File: config.mk
export PLATFORM = sky130hd
export DESIGN_NAME = n_bit_adder
export DESIGN_NICKNAME = d
export VERILOG_FILES = /design/src/rtl/n_bit_adder.sv
export SDC_FILE = /design/constraint.sdc
export NUM_CORES = 1
export LEC_CHECK = 0
export CORE_MARGIN = 3
export CORE_UTILIZATION = 32
export DETAILED_ROUTE_END_ITERATION = 10
export GPL_TIMING_DRIVEN = 0
export PLACE_DENSITY_LB_ADDON = 0.2
export SETUP_SLACK_MARGIN = 0.5
export SLEW_MARGIN = 10
export SYNTH_ARGS = -nofsm -noshare
export SYNTH_HDL_FRONTEND = slang
export SYNTH_SLANG_ARGS = --single-unit
File: constraint.sdc
create_clock -name clk -period 1.65 [get_ports clk]
set_clock_uncertainty 0.15 [all_clocks]
set_input_delay 0.2475 -clock clk [delete_from_list [all_inputs] [get_ports clk]]
set_output_delay 0.2475 -clock clk [all_outputs]
set_load 0.01 [all_outputs]
File: src/rtl/n_bit_adder.sv
// Registered N-bit ripple-carry adder: {cout, sum} = a + b + cin, one-cycle latency.
// Define N_BIT_ADDER_OVF_EN to add the registered signed-overflow output ovf.
module n_bit_adder #(
    parameter int unsigned N = 16
) (
    input  logic         clk,
    input  logic         rst,
    input  logic         in_valid,
    input  logic [N-1:0] a,
    input  logic [N-1:0] b,
    input  logic         cin,
    output logic [N-1:0] sum,
    output logic         cout,
    output logic         out_valid
`ifdef N_BIT_ADDER_OVF_EN
    ,
    output logic         ovf
`endif
);

    logic [N-1:0] sum_d, sum_q;
    logic         cout_d, cout_q;
    logic         out_valid_q;

    // Ripple chain of full adders; c carries the running carry between stages.
    always_comb begin
        logic c;
        c     = cin;
        sum_d = '0;
        for (int i = 0; i < int'(N); i++) begin
            sum_d[i] = a[i] ^ b[i] ^ c;
            c        = (a[i] & b[i]) | (a[i] & c) | (b[i] & c);
        end
        cout_d = c;
    end

    always_ff @(posedge clk or posedge rst) begin
        if (rst) begin
            sum_q       <= '0;
            cout_q      <= 1'b0;
            out_valid_q <= 1'b0;
        end else begin
            out_valid_q <= in_valid;
            if (in_valid) begin
                sum_q  <= sum_d;
                cout_q <= cout_d;
            end
        end
    end

    assign sum       = sum_q;
    assign cout      = cout_q;
    assign out_valid = out_valid_q;

`ifdef N_BIT_ADDER_OVF_EN
    logic ovf_d, ovf_q;

    // Operands of equal sign producing a result of the other sign.
    assign ovf_d = (a[N-1] == b[N-1]) && (sum_d[N-1] != a[N-1]);

    always_ff @(posedge clk or posedge rst) begin
        if (rst) begin
            ovf_q <= 1'b0;
        end else if (in_valid) begin
            ovf_q <= ovf_d;
        end
    end

    assign ovf = ovf_q;
`endif

endmodule

# After elaboration in Yosys (flattened, before gate mapping)
# Cells that the tools add are included.
[word_totals]
mem_bits_rw = 0
output_inout_bits = 18
in_bits = 36
register_bits = 18
latchBits = 0
wordCells = 115
rom_bits = 0
mem_count = 0
[classes]
shift = 0
add_sub_neg = 0
reduce_logical = 0
magnitude_cmp = 0
div_mod_pow = 0
mul = 0
eq_ne = 0
bitwise_logic = 112
n_mux = 0
[op_table]
columns = ["cell", "n"]
rows = [
  ["bitwise AND 1 bit", 48],
  ["bitwise OR 1 bit", 32],
  ["XOR 1 bit", 32],
]

# Depth between registers and ports, before layout
[depth]
word_depth = 48
ltp_mapped = 20
ltp_nobuf = 20

# Worst setup path before layout
# No wires, ideal clock.
[synth_timing]
kind = "input port to flip-flop"
startpoint = "in a[0]"
endpoint = "reg sum_q[15], in the netlist sum[15]"
t_required_ns = 1.421
path_buffers = 0
cell_stages = 20
arrival_ns = 6.365
setup_time_ns = 0.079
slack_ns = -4.945
path_cell_list = "inv_1 > fa_1 > inv_1 > fa_1 > fa_1 > fa_1 > fa_1 > fa_1 > fa_1 > fa_1 > fa_1 > fa_1 > fa_1 > fa_1 > fa_1 > fa_1 > fa_1 > inv_1 > fa_1 > mux2i_1"
[synth_via]
elab_chain_cells = 46
word_cells_on_any_way = 61
classes_between = "bitwise: 61"
[synth_rtl]
columns = ["element", "line_no", "text"]
rows = [
  ["start, declared", "9", "input logic [N-1:0] a,"],
  ["bitwise AND 1 bit", "32", "c = (a[i] & b[i]) | (a[i] & c) | (b[i] & c);"],
  ["bitwise OR 1 bit (*) (2 in series)", "32", ""],
  ["bitwise AND 1 bit", "32", ""],
  ["bitwise OR 1 bit", "32", ""],
  ["bitwise OR 1 bit (*)", "32", ""],
  ["bitwise AND 1 bit", "32", ""],
  ["bitwise OR 1 bit", "32", ""],
  ["bitwise OR 1 bit (*)", "32", ""],
  ["[29 not listed]", "n/a", ""],
  ["bitwise OR 1 bit (*)", "32", ""],
  ["bitwise AND 1 bit", "32", ""],
  ["bitwise OR 1 bit", "32", ""],
  ["bitwise OR 1 bit (*)", "32", ""],
  ["bitwise AND 1 bit", "32", ""],
  ["bitwise OR 1 bit", "32", ""],
  ["bitwise OR 1 bit (*)", "32", ""],
  ["XOR 1 bit (*)", "31", "sum_d[i] = a[i] ^ b[i] ^ c;"],
  ["end signal, assigned", "45", "sum_q <= sum_d;"],
  ["end, declared", "21", "logic [N-1:0] sum_d, sum_q;"],
]
# Mark *: on every way between the ends. The rest lies on a longest branch, timed or not.
# A chain may end at the register's enable or synchronous reset.

# Final worst setup path
# Ends and elaborated chain as after synthesis.

==> out/metrics.cfg <==
[finish]
final_common_cell = clkdlybuf4s50_1
n_antenna_cell = 0
synthToLayoutAreaGrowth_pct = 70.2
design_area_sq_mm = 0.00178
nets = 185
fillerInstances = 285
drive_gt1_share_pct = 54.5
most-common-layout-cells = clkdlybuf4s50_1 (30), dfrtp_1 (18), fa_2 (15), buf_2 (15), mux2_4 (14)

[drt]
drc = 0
first_iter_violations = 9
wirelength_mm = 2.45
detail_route.wl_per_cell_um = 13.9
viasPerCell = 4.22
vias = 742
drt_first_pass_iters = 5
antenna_left = 0

[sta]
setup_viol = 15
timing.final.crit_share_pct = 366
tightest_slew_ns = 0.692
drv_slew = 0
max_freq_ghz = 0.165
max-slew-margin-rel_pct = 53.8
hold_viol_final = 0
min_period_ns = 6.04
fin_tns_setup_ns = -35.54
grt_setup_unrepaired = true
timing.final.ws_setup_ns = -4.39

[power]
clkPwrFrac_pct = 18.1
p_sw_mw = 0.442
combinationalPowerShare_pct = 43.2
internal_power_mw = 1.09
leakagePower_nw = 0.814
seqPwrFrac_pct = 38.7
powerDensity_mw_per_mm2 = 859
swShare_pct = 28.8
vdd.ir_drop.worst_uv = 364

[worst_setup_path]
worstPathRequired_ns = 1.73
crit_fanout = 1
path_buf_inv = 4
critPathArrivalTime_ns = 6.12
r2r-start = sum[10]
startpoint_type = input port
crit_family = adder cells
crit_type = input port to flop
cp_cell_sequence = buf_8 > inv_12 > fa_2 > inv_2 > fa_2 > fa_2 > fa_2 > fa_2 > fa_2 > fa_2 > fa_2 > fa_2 > fa_2 > fa_2 > fa_2 > fa_2 > fa_2 > fa_2 > inv_2 > fa_1 > mux2i_1
crit_path_end_kind = flop
critPathSlowestCell = fa_1
worst_path_largest_cell_delay_ns = 0.39
crit_top_cell = fa_2
cp-startpoint = a[0]

[floorplan]
coreArea_sq_mm = 0.00308
io_pins = 54
die_y_um = 63.2
die_w_um = 63.2
start_util_pct = 34.1
die-area_sq_mm = 0.00400
rows = 20

[yosys]
synth-simple-area-share_pct = 0.358
syn_avg_cell_area_sq_um = 16.4
synth-warning-count = 0
syn_area_sq_mm = 0.00105
synth_top_family_by_area = adder cells
syn_nets = 116
synth_xor_area_share_pct = 0
ys_ff_latch = 18
muxShareOfSynthArea_pct = 19.1
synth.area.top_cells = dfrtp_1 (43%), fa_1 (31%), mux2_2 (8.6%), mux2_4 (8.6%), inv_1 (3.6%)
synth_top_area_share_pct = 43.0
synthAdderAreaFrac_pct = 30.5
synth-compound-area-share_pct = 0.477
synth_area_leader_cell = dfrtp_1
ys_seq_area_share_pct = 43.0
syn_inst = 64
synth_cell_types = 10

[clocking]
cts_sinks = 18
clk_pin_slew_ns = 0.11
clk_latency_ns = 0.29
cts_buffers = 3
cts_buffer_depth = 2
cts_tree = done
cts-root-buf = clkbuf_4
htree_levels = 1
cts-hold-fix-buffers = 0

[run]
drv_cap = 0

[global_routing]
grt_max_degree = 19
antenna_found_initial = 0
grt_usage_pct = 13.3
grt_pass1_wl_mm = 4.11
grt_pass1_vias = 897
grt_overflow = 0

[place]
hpwl_mm = 1.86
port_buffers = 53
detailed_place.area_sq_mm = 0.00169
routabilityCongestion = 0.673

[min_path]
hold_path.class = input port to asynchronous set/reset pin

[outcome]
status = complete, but fails checks
violations = setup timing

## sequential cells by signal, indices dropped and copies added, names as in the netlist
register	flops
sum	16
cout	1
out_valid	1
## cells by family (layout without fill, tap and decap cells)
group,count (synthesis),in the layout
AND/OR/NAND/NOR,1,1
flip-flops,18,18
adder cells (fa/ha/maj),16,16
multiplexers,16,16
buffers and inverters,12,80
AO/OA/AOI/OAI,1,1
## routing by layer
layer | track usage [%] | vias to the layer above | wire length, um
li1 | - | 333 | -
met4 | 4.04 | 0 | 38
met3 | 3.74 | 5 | 168
met2 | 25.4 | 32 | 1360
met5 | 0 | - | 0
met1 | 14.0 | 372 | 884
## layout make-up
type	instances	area (sq um)	share of cell area, %
timing repair buffer	64	559	31.3
inverter	10	55.1	3.09
buffer	2	31.3	1.75
tap	44	55.1	3.09
multi-input combinational	34	597	33.5
clock buffer	4	36.3	2.03
sequential	18	450	25.2
## timing repair
item                       CTS  global route
gates cloned                 0             0
buffers inserted             5             6
setup endpoints to repair   35            35
resized for setup           95             8
## cell usage after synthesis
cell type,n
nor2_1,1
inv_1,10
fa_1,16
mux2_2,8
a21oi_1,1
mux2i_1,2
buf_12,1
mux2_4,6
buf_6,1
dfrtp_1,18
## power groups by stage
stage               combinational, mW  sequential, mW  clock, mW
finish                          0.662           0.592      0.278
detailed placement              0.622           0.601          0
CTS                             0.587           0.587      0.290
global placement                0.606           0.595          0
global route                    0.724           0.607      0.308
floorplan                       0.210           0.646          0
## stage by stage
| step | util, % | instances | power [mW] | hold WS, ns | setup slack (ns) |
|---|---|---|---|---|---|
| 3_5_place_dp | 54.9 | 161 | 1.22 | 0.345 | -5.25 |
| 2_1_floorplan | - | 64 | 0.856 | 0.0361 | -4.40 |
| 6_report | 58.0 | 176 | 1.53 | 0.192 | -4.39 |
| 4_1_cts | 54.9 | 170 | 1.46 | 0.207 | -4.43 |
| 5_1_grt | 58.0 | 176 | 1.64 | 0.220 | -4.56 |
| 3_3_place_gp | 54.9 | 161 | 1.20 | 0.340 | -5.16 |
## worst paths after layout
path,cells past startpoint,slack (ns),to
worst max-delay path,21,-4.39,sum[15]
worst min-delay path,2,0.19,sum[3]
worst max register to register,3,0.49,sum[10]
worst min register to register,1,0.37,sum[5]
max in group asynchronous,2,0.72,sum[8]
min in group clk,4,0.22,sum[0]
Note: power is estimated with default switching activity, not from simulation.
